[config.mk]
export PLATFORM = sky130hd
export DESIGN_NAME = counter_datapath_fnd
export DESIGN_NICKNAME = d
export VERILOG_FILES = /design/src/rtl/counter_datapath_fnd.sv
export SDC_FILE = /design/constraint.sdc
export NUM_CORES = 1
export LEC_CHECK = 0
export CORE_MARGIN = 2
export CORE_UTILIZATION = 45
export CTS_CLUSTER_DIAMETER = 100
export CTS_CLUSTER_SIZE = 14
export DETAILED_ROUTE_END_ITERATION = 16
export MAX_ROUTING_LAYER = met4
export PLACE_DENSITY = 0.64
export SKIP_LAST_GASP = 1
export SYNTH_ARGS = -nofsm -noshare
export SYNTH_HDL_FRONTEND = slang
export SYNTH_SLANG_ARGS = --single-unit
[constraint.sdc]
create_clock -name clk -period 53.5 [get_ports clk]
set_clock_uncertainty 0.05 [all_clocks]
set_input_delay 5.35 -clock clk [delete_from_list [all_inputs] [get_ports clk]]
set_output_delay 5.35 -clock clk [all_outputs]
set_load 0.02 [all_outputs]
[src/rtl/counter_datapath_fnd.sv]
// rtl/counter_datapath_fnd.sv - Count-tick divider, 0-9999 up/down counter and 4-digit FND scan driver
//
// Purpose: divides clk into a count tick (only while enabled), runs a wrapping
// 0..9999 up/down counter with synchronous clear, and time-multiplexes the BCD
// digits of the count onto a common-anode 7-segment display.
//
// Ports:
//   clk       in   1   system clock, rising edge
//   rst       in   1   asynchronous reset, active-low
//   enable    in   1   1 = counting runs, 0 = paused (tick phase held)
//   clear     in   1   synchronous clear of count and tick phase
//   mode      in   1   0 = count up, 1 = count down
//   count     out  14  current count, 0..9999
//   fnd_com   out  4   digit select, active-low, bit 0 = ones digit
//   fnd_data  out  8   segments {dp,g,f,e,d,c,b,a}, active-low

module counter_datapath_fnd #(
  parameter int CLK_HZ  = 100_000_000,
  parameter int TICK_HZ = 10,
  parameter int SCAN_HZ = 1000
) (
  input  logic        clk,
  input  logic        rst,
  input  logic        enable,
  input  logic        clear,
  input  logic        mode,
  output logic [13:0] count,
  output logic [3:0]  fnd_com,
  output logic [7:0]  fnd_data
);

  localparam int TICK_DIV = CLK_HZ / TICK_HZ;
  localparam int SCAN_DIV = CLK_HZ / SCAN_HZ;
  localparam int TW = (TICK_DIV > 2) ? $clog2(TICK_DIV) : 1;
  localparam int SW = (SCAN_DIV > 2) ? $clog2(SCAN_DIV) : 1;
  localparam logic [TW-1:0] TICK_MAX = TW'(TICK_DIV - 1);
  localparam logic [SW-1:0] SCAN_MAX = SW'(SCAN_DIV - 1);
  localparam logic [13:0]   COUNT_MAX = 14'd9999;

  logic [TW-1:0] tick_cnt;
  logic [SW-1:0] scan_cnt;
  logic [1:0]    digit_sel;
  logic          tick;
  logic [13:0]   digit_val;
  logic [6:0]    seg;

  // A disabled cycle never ticks, so a pause landing on the last phase
  // leaves tick_cnt at TICK_MAX and the tick fires when enable returns.
  assign tick = enable && (tick_cnt == TICK_MAX);

  always_ff @(posedge clk or negedge rst) begin
    if (!rst) begin
      tick_cnt <= '0;
    end else if (clear) begin
      tick_cnt <= '0;
    end else if (enable) begin
      if (tick) begin
        tick_cnt <= '0;
      end else begin
        tick_cnt <= tick_cnt + 1'b1;
      end
    end
  end

  // Clear outranks a coincident tick.
  always_ff @(posedge clk or negedge rst) begin
    if (!rst) begin
      count <= '0;
    end else if (clear) begin
      count <= '0;
    end else if (tick) begin
      if (mode) begin
        count <= (count == 14'd0) ? COUNT_MAX : count - 14'd1;
      end else begin
        count <= (count == COUNT_MAX) ? 14'd0 : count + 14'd1;
      end
    end
  end

  // Display scan runs free of enable and clear.
  always_ff @(posedge clk or negedge rst) begin
    if (!rst) begin
      scan_cnt  <= '0;
      digit_sel <= 2'd0;
    end else if (scan_cnt == SCAN_MAX) begin
      scan_cnt  <= '0;
      digit_sel <= digit_sel + 2'd1;
    end else begin
      scan_cnt <= scan_cnt + 1'b1;
    end
  end

  // Only the selected digit is extracted; leading zeros are kept.
  always_comb begin
    digit_val = 14'd0;
    case (digit_sel)
      2'd0: digit_val = count % 14'd10;
      2'd1: digit_val = (count / 14'd10) % 14'd10;
      2'd2: digit_val = (count / 14'd100) % 14'd10;
      2'd3: digit_val = count / 14'd1000;
      default: digit_val = 14'd0;
    endcase
  end

  // {g,f,e,d,c,b,a}, active-low.
  always_comb begin
    seg = 7'h7F;
    case (digit_val)
      14'd0: seg = 7'h40;
      14'd1: seg = 7'h79;
      14'd2: seg = 7'h24;
      14'd3: seg = 7'h30;
      14'd4: seg = 7'h19;
      14'd5: seg = 7'h12;
      14'd6: seg = 7'h02;
      14'd7: seg = 7'h78;
      14'd8: seg = 7'h00;
      14'd9: seg = 7'h10;
      default: seg = 7'h7F;
    endcase
  end

  // The ones-digit decimal point lights to flag down-count mode.
  assign fnd_data = {~((digit_sel == 2'd0) && mode), seg};
  assign fnd_com  = ~(4'b0001 << digit_sel);

endmodule

==> run metrics <==
hold-fix buffer count after cts=0; Reg-to-Reg Start=count[4]; crit path from=digit_sel[0]; Starting Density=45.5%; maxcap violations=0; CP most frequent cell=ha_1; number of global-route vias before repair=about 11k; distinct cell type count after synthesis=125; total die area=25700 um^2; delay of the slowest critical-path stage=0.70 ns; cells after synthesis=1533; Hold Crit Start=scan_cnt[0]; Post-synth ARST share=100%; Lkg Pwr=4.61 nW; first-pass GRT wire length=56400 um; Worst Path Max Fanout=63; P&R area growth vs syn=6.26%; final-report max-slew violation count=0; die width=160 um; FP Rows=57; post-route design area=roughly 12000 um^2; Setup WS post-layout=22.42 ns; synth warn=0; Initial DRC Count=1062; status=finished, final reports clean; fin crit period=31.08 ns; crit start category=flip-flop; Sum Neg Setup Slack=0 ns; worst hold-check path type=flip-flop to flip-flop; Hold Worst Slack=between 0.4 and 0.5 ns; total track usage=26.7%; slowest CP cell=a211oi_4; WL/cell=18.5 um; number of diodes=0; Hold Fails Final Rpt=0; utilization after layout=about 48%; total I/O pin count=31; Synth Area per Inst=7.16 um^2; actual slew at the worst max-slew pin=1.15 ns; CTS clock-pin slew for the worst setup and hold paths=0.05 ns; Peak Freq=around 0.032 GHz; GP Congestion=around 0.93; postcts setup bufs=0; pwr/cell area=approximately 8.5 nW/um^2; Die Ht=160 um; Worst R2R Setup Slack=50.19 ns; gr ovfl total=0; insertion delay to the later sink of the worst-skew pair=0.33 ns; initial antenna violation count=0; root buffer cell=clkbuf_16; total CTS buffers=9; Crit. End Element=primary output; DR vias/cell=around 6.5; CP Class=flip-flop to primary output; Final Net Count=1548; syn_nets=1583; Mapped Area=~11000 um^2; Worst Path Arrival=25.68 ns; CP delay by family, top=compound AO/OA/AOI/OAI gates; commonest non-fill, non-tap cell in the layout=nor2_1; RSZ-0062 raised after global routing=no; flops & latches, synth=57; Place WS=23.23 ns; share of layout cells above drive strength 1=9.12%; Rel. slew slack=23.3%; cells resized by post-CTS repair=0; Buf/Inv on CP=8; total number of vias=11.9k; CTS H-Tree Depth=3; clock sinks=57; area of the core=24100 um^2; post-route antenna net violation count=0; worst vdd ir=0.0227 mV; DP HPWL=24900 um; PortBufs=30; WP data required=48.10 ns; Clock Tree Buf Depth=2; largest net degree at the start of global routing=64; commonest non-fill, non-tap cells in the layout=175 x nor2_1, 137 x nand2_1, 89 x a21oi_1, 86 x o21ai_0, 72 x nand3_1; Top FF cell, synth=dfrtp_1; EDFF count, synth=0; Setup-failing EPs final=0; CTS tree=yes; Remaining DRCs=0; final worst-path cycle share=58.1%; Seq/Total Area, Yosys=13.0%; Routed WL=between 30000 and 40000 um; DRT Pass-1 Iters=5; Placed Area=11400 um^2
cell families after synthesis:
group	count (synthesis)	share of synthesized area [%]
simple gates	651	31.1
mux	26	2.45
buf+inv	152	5.88
flops	57	13.0
compound gates	491	33.3
fa+ha+maj	47	5.31
xor+xnor	109	9.03
worst paths after layout:
path	to	cells past startpoint
worst max-delay path	fnd_data[2]	96
worst min-delay path	scan_cnt[0]	1
worst max register to register	count[13]	10
worst min register to register	scan_cnt[0]	1
max in group asynchronous	count[3]	2
min in group asynchronous	scan_cnt[13]	2
sequential cells by signal (all words and copies together) (netlist names):
| signal | cells |
|---|---|
| tick_cnt | 24 |
| scan_cnt | 17 |
| count | 14 |
| digit_sel | 2 |
per-stage QoR:
stage	total power, mW	instances
final	0.0992	1827
after floorplan	0.0454	1533
after global routing	0.103	1827
after global placement	0.0471	1811
after detailed placement	0.0471	1811
after CTS	0.100	1827
cells in the mapped netlist, types with 21 or more instances:
cell type / number / area [um^2]
nand2_1: 137 / 514
o21ai_0: 86 / 430
a31oi_1: 23 / 144
nand4_1: 33 / 206
xnor2_1: 66 / 578
nor3_1: 51 / 255
nor4_1: 22 / 138
inv_1: 52 / 195
clkbuf_1: 58 / 218
a21oi_1: 89 / 445
dfrtp_1: 57 / 1430
and3_1: 21 / 131
xor2_1: 39 / 342
ha_1: 45 / 563
nand3_1: 72 / 360
o211ai_1: 29 / 218
nor2_1: 175 / 657
layer usage:
layer / vias to the layer above / GRT usage [%] / routed length (um)
met5: - / - / 0
met4: 0 / 7.37 / 868
met1: 5670 / 35.2 / 15400
li1: 5724 / - / -
met2: 420 / 43.7 / 15700
met3: 72 / 2.88 / 1940
where the power goes:
| part | internal (mW) | switching, mW | total [mW] |
|---|---|---|---|
| sequential | 0.0433 | 0.000109 | 0.0434 |
| clock | 0.0336 | 0.0192 | 0.0528 |
| combinational | 0.000744 | 0.00220 | 0.00295 |
| total | 0.0776 | 0.0216 | 0.0992 |
cell type report:
| class | count | area [um^2] |
|---|---|---|
| clock buffers | 13 | 260 |
| repair buffers | 46 | 415 |
| fillers | 2483 | 12400 |
| clock inverters | 3 | 15.0 |
| inverters | 60 | 225 |
| well taps | 324 | 405 |
| multi-input cells | 1324 | 8910 |
| flip-flops and latches | 57 | 1430 |
(Power assumes the default switching activity.)
